### config.mk
export PLATFORM = sky130hd
export DESIGN_NAME = mem_bus_arbiter
export DESIGN_NICKNAME = d
export VERILOG_FILES = /design/src/rtl/mem_bus_arbiter.sv
export SDC_FILE = /design/constraint.sdc
export NUM_CORES = 1
export LEC_CHECK = 0
export CAP_MARGIN = 20
export CORE_ASPECT_RATIO = 0.6
export CORE_MARGIN = 1
export CORE_UTILIZATION = 51
export DETAILED_ROUTE_END_ITERATION = 10
export DONT_BUFFER_PORTS = 1
export GPL_TIMING_DRIVEN = 0
export PLACE_DENSITY_LB_ADDON = 0.15
export RECOVER_POWER = 100
export SETUP_SLACK_MARGIN = 0.15
export SLEW_MARGIN = 5
export SYNTH_ARGS = -nofsm -noshare
export SYNTH_HDL_FRONTEND = slang
export SYNTH_SLANG_ARGS = --single-unit
### constraint.sdc
create_clock -name clk -period 2.13 [get_ports clk]
set_input_delay 0.426 -clock clk [delete_from_list [all_inputs] [get_ports clk]]
set_output_delay 0.426 -clock clk [all_outputs]
set_load 0.02 [all_outputs]
### src/rtl/mem_bus_arbiter.sv
// Memory bus arbiter: serialises instruction-fetch and load/store accesses
// onto the single-ported unified memory. One access at a time, fixed
// WAIT_CYCLES enable window, one-cycle acknowledge to the winner, and
// round-robin between the two requesters on contention.
module mem_bus_arbiter #(
  parameter int AW          = 16,
  parameter int DW          = 16,
  parameter int WAIT_CYCLES = 2
) (
  input  logic          clk,
  input  logic          rst,
  // fetch requester
  input  logic          f_req,
  input  logic [AW-1:0] f_addr,
  output logic [DW-1:0] f_rdata,
  output logic          f_ack,
  // data requester
  input  logic          d_req,
  input  logic          d_we,
  input  logic [AW-1:0] d_addr,
  input  logic [DW-1:0] d_wdata,
  output logic [DW-1:0] d_rdata,
  output logic          d_ack,
  // memory bus
  output logic          mem_en,
  output logic          mem_we,
  output logic [AW-1:0] mem_addr,
  output logic [DW-1:0] mem_wdata,
  input  logic [DW-1:0] mem_rdata,
  // status
  output logic [1:0]    grant,
  output logic          busy
);

  typedef enum logic [1:0] {
    IDLE   = 2'd0,
    ACCESS = 2'd1,
    DONE   = 2'd2
  } state_t;

  localparam int            CW       = $clog2(WAIT_CYCLES + 1);
  localparam logic [CW-1:0] LAST_CNT = CW'(WAIT_CYCLES - 1);

  state_t        state_q, state_d;
  logic [CW-1:0] cnt_q, cnt_d;
  logic          last_data_q, last_data_d;  // 1 = data path owned the last access
  logic [1:0]    grant_q, grant_d;
  logic          we_q, we_d;
  logic [AW-1:0] addr_q, addr_d;
  logic [DW-1:0] wdata_q, wdata_d;
  logic [DW-1:0] f_rdata_q, f_rdata_d;
  logic [DW-1:0] d_rdata_q, d_rdata_d;
  logic          f_win, d_win;

  // Arbitration: a lone requester wins; on contention the one that did not
  // own the previous access wins.
  always_comb begin
    f_win = 1'b0;
    d_win = 1'b0;
    if (f_req && d_req) begin
      f_win = last_data_q;
      d_win = !last_data_q;
    end else begin
      f_win = f_req;
      d_win = d_req;
    end
  end

  // Next-state logic: latch the winner's request, count the access window,
  // capture read data on the final enable cycle.
  always_comb begin
    state_d     = state_q;
    cnt_d       = cnt_q;
    last_data_d = last_data_q;
    grant_d     = grant_q;
    we_d        = we_q;
    addr_d      = addr_q;
    wdata_d     = wdata_q;
    f_rdata_d   = f_rdata_q;
    d_rdata_d   = d_rdata_q;
    unique case (state_q)
      IDLE: begin
        if (f_win) begin
          state_d     = ACCESS;
          grant_d     = 2'b01;
          last_data_d = 1'b0;
          addr_d      = f_addr;
          we_d        = 1'b0;
          cnt_d       = '0;
        end else if (d_win) begin
          state_d     = ACCESS;
          grant_d     = 2'b10;
          last_data_d = 1'b1;
          addr_d      = d_addr;
          wdata_d     = d_wdata;
          we_d        = d_we;
          cnt_d       = '0;
        end
      end
      ACCESS: begin
        cnt_d = cnt_q + 1'b1;
        if (cnt_q == LAST_CNT) begin
          state_d = DONE;
          if (!we_q) begin
            if (grant_q[0]) f_rdata_d = mem_rdata;
            else            d_rdata_d = mem_rdata;
          end
        end
      end
      DONE: begin
        state_d = IDLE;
        grant_d = '0;
      end
      default: begin
        state_d = IDLE;
        grant_d = '0;
      end
    endcase
  end

  // State and datapath registers; reset abandons any access in flight.
  always_ff @(posedge clk or posedge rst) begin
    if (rst) begin
      state_q     <= IDLE;
      cnt_q       <= '0;
      last_data_q <= 1'b1;
      grant_q     <= '0;
      we_q        <= 1'b0;
      addr_q      <= '0;
      wdata_q     <= '0;
      f_rdata_q   <= '0;
      d_rdata_q   <= '0;
    end else begin
      state_q     <= state_d;
      cnt_q       <= cnt_d;
      last_data_q <= last_data_d;
      grant_q     <= grant_d;
      we_q        <= we_d;
      addr_q      <= addr_d;
      wdata_q     <= wdata_d;
      f_rdata_q   <= f_rdata_d;
      d_rdata_q   <= d_rdata_d;
    end
  end

  // Outputs decode directly from registered state, so reset clears them
  // without waiting for a clock edge.
  assign mem_en    = (state_q == ACCESS);
  assign mem_we    = (state_q == ACCESS) && we_q;
  assign mem_addr  = addr_q;
  assign mem_wdata = wdata_q;
  assign f_ack     = (state_q == DONE) && grant_q[0];
  assign d_ack     = (state_q == DONE) && grant_q[1];
  assign f_rdata   = f_rdata_q;
  assign d_rdata   = d_rdata_q;
  assign grant     = grant_q;
  assign busy      = (state_q != IDLE);

endmodule

==> results.yml <==
yosys:
  synth_seq_cells: 72
  synth_edf_count: 0
  syn_inst: 198
  syn_area_um2: 2910
  synth_nets: 268
  yosysSeqAreaShare_pct: 62.0
  synthTopCellsByArea: "dfrtp_1 (61%), mux2_2 (18%), a221o_1 (5.5%)"
  synthFlopType: "dfrtp_1"
  synth_top_area_share_pct: 61.0
  synthTopCellsByCount: "dfrtp_1 (71), mux2_2 (46), and3_1 (17)"
  ys_types: 26
  synth.yosys.warnings: 0
  async_flop_share_pct: 100
  synth_top_area_cell: "dfrtp_1"
  yosys.cell_count.top_type: "dfrtp_1"
  synth.avg_cell_area_um2: 14.7
critical_path:
  worstPathCellList: "nand2b_1 -> buf_6 -> clkinvlp_4 -> and2_1"
  rrSetupSlack_ns: 0.21
  end_kind: "output pin"
  worstPathMaxFanout: 8
  arrival_ns: 1.52
  crit_required_ns: 1.70
  crit_path_start_kind: "flip-flop"
  max_stage_delay_ns: 0.46
  cpLargestDelayFamily: "flip-flops"
  worstSetupPathType: "reg -> out"
  cp_num_buf_inv: 2
  slowest_stage: "dfrtp_1"
cts:
  cts_buffers: 9
  clock_path_buffers: 2
  ctsHtreeMaxLevel: 3
  cts_num_sinks: 72
  root_buffer: "clkbuf_8"
  clk_latency_ns: 0.33
  hold_buffers: 0
  tritoncts: "built"
  clkTransAtPathRegs_ns: 0.07
sta:
  report.final.slew_viol_count: 0
  final_hold_viol_count: 0
  fin_skew_ns: 0.00621
  setup_viol: 0
  rsz0062_at_grt: "false"
  worst_pin_slew_ns: 1.41
  tns_ns: 0
  clock.fmax_mhz: 513
  worst_slack_ns: 0.180
  max_slew_margin_pct: 5.67
  period_minus_slack_ns: 1.95
  fin_crit_sh_pct: 91.6
run_status:
  status: "complete, no violations"
power:
  power.switching_uw: 2490
  power_frac_seq_pct: 55.5
  powerDensity_nw_per_um2: 1870
  power.total_uw: 6110
  p_comb_share_pct: 25.5
  ir_worst_vdd_mv: 0.752
  pwr-share-clk_pct: 19.0
  internal-power_uw: 3620
  swShare_pct: 40.8
  leakage_uw: 0.00149
floorplan:
  start_util_pct: 55.1
  die_h_um: 60.5
  dieArea_um2: 6020
  coreArea_um2: 5280
  io_pins: 140
  rows: 20
  fp.dieW_um: 99.5
route:
  drt_iter0_drc: 32
  vias: 1707
  routed_wl_mm: 5.88
  drc: 0
  viasPerCell: 5.83
  antenna_left: 0
  dr.pass1.iters: 6
  wl_per_cell_um: 20.1
cells_and_area:
  nNetsFinal: 282
  finish.utilization_pct: 61.8
  multi_input_area_um2: 1020
  drive_above_1_share_pct: 35.6
  seq_area_um2: 1800
  num-fill-cells: 399
  antennaDiodeCount: 0
  area_delta_synth_final_pct: 12.2
global_routing:
  grt_pass1_wl_mm: 9.17
  grt.overflow.total: 0
  grt_max_degree: 43
  antenna_found_initial: 0
  grt_pass1_vias: 1867
  grt_use_total_pct: 21.1
place:
  hpwl_mm: 4.31
  dp_worst_setup_slack_ns: 0.138
  place_congestion: 0.726
  io_buffers: 0
flow_run:
  cap_violations: 0
worst_hold_path:
  holdCritPathClass: "in -> reg"
[metal layers]
metal | vias up | global-route usage, % | share of wire (%)
met3 | 6 | 9.45 | 7.9
met5 | - | 0 | 0
li1 | 758 | - | -
met4 | 0 | 7.56 | 0.80
met2 | 75 | 37.0 | 52
met1 | 868 | 23.4 | 40
[layout by cell type, fill, tap and decap left out, types with 2 or more instances in the layout]
cell	n
clkinvlp_4	2
buf_2	2
bufinv_16	2
nor2_1	3
a21oi_1	2
clkbuf_2	3
and2_1	3
and3b_1	2
and3_1	17
mux2_1	2
clkbuf_8	10
clkbuf_1	6
dfrtp_1	70
a221o_1	16
inv_1	4
buf_6	2
nand2b_1	3
o21ai_0	4
mux2_2	46
[flip-flops by register name, summed over array words and instances, names as in the netlist]
| name | count |
|---|---|
| d_rdata | 16 |
| f_rdata | 16 |
| mem_addr | 16 |
| mem_wdata | 16 |
| cnt_q | 2 |
| grant | 2 |
| state_q | 2 |
| last_data_q | 1 |
| we_q | 1 |
[repair_timing]
item                                    4_1_cts  5_1_grt
endpoints found under the setup margin       12       19
gates resized for setup                       2        4
cloned                                        0        0
pin swaps                                     1        0
setup buffers                                 2        0
[worst paths after layout]
kind,start,end,cells after the start
setup reg to reg,state_q[1],d_rdata[5],6
hold / removal,mem_rdata[6],f_rdata[6],1
setup / recovery,state_q[0],mem_we,4
hold reg to reg,state_q[1],grant[0],1
min in group asynchronous,rst,mem_wdata[1],1
max in group asynchronous,rst,last_data_q,2
[final cells by class]
cell class	count	share of cell area, %
repair buffers	3	0.958
clock buffers	10	4.22
plain buffers	12	2.03
well taps	77	2.95
clock inverters	5	2.49
flip-flops and latches	72	55.3
inverters	6	0.843
multi-input cells	108	31.2
[power groups by stage]
stage | registers (uW) | clock network, uW | logic, uW
2_1_floorplan | 3230 | 0 | 1310
3_3_place_gp | 3390 | 0 | 1440
3_5_place_dp | 3410 | 0 | 1550
4_1_cts | 3400 | 1210 | 1580
5_1_grt | 3480 | 1260 | 1720
6_report | 3390 | 1160 | 1560
[per-stage QoR]
stage | cells | hold slack, ns | instance area, um^2
final | 293 | 0.229 | 3260
after global routing | 293 | 0.202 | 3260
after CTS | 293 | 0.0524 | 3270
after detailed placement | 276 | 0.428 | 3030
after global placement | 275 | 0.495 | 3010
after floorplan | 198 | 0.459 | 2910
[cell families (layout without fill, tap and decap cells)]
logic type | Yosys count | count (layout) | share of synthesized area, %
adder cells (fa/ha/maj) | 1 | 1 | 0.430
flip-flops | 72 | 72 | 62.0
buffers and inverters | 18 | 36 | 3.01
AND/OR/NAND/NOR | 32 | 32 | 8.04
AO/OA/AOI/OAI | 27 | 27 | 8.00
multiplexers | 48 | 48 | 18.6
Note: power is estimated with default switching activity, not from simulation.
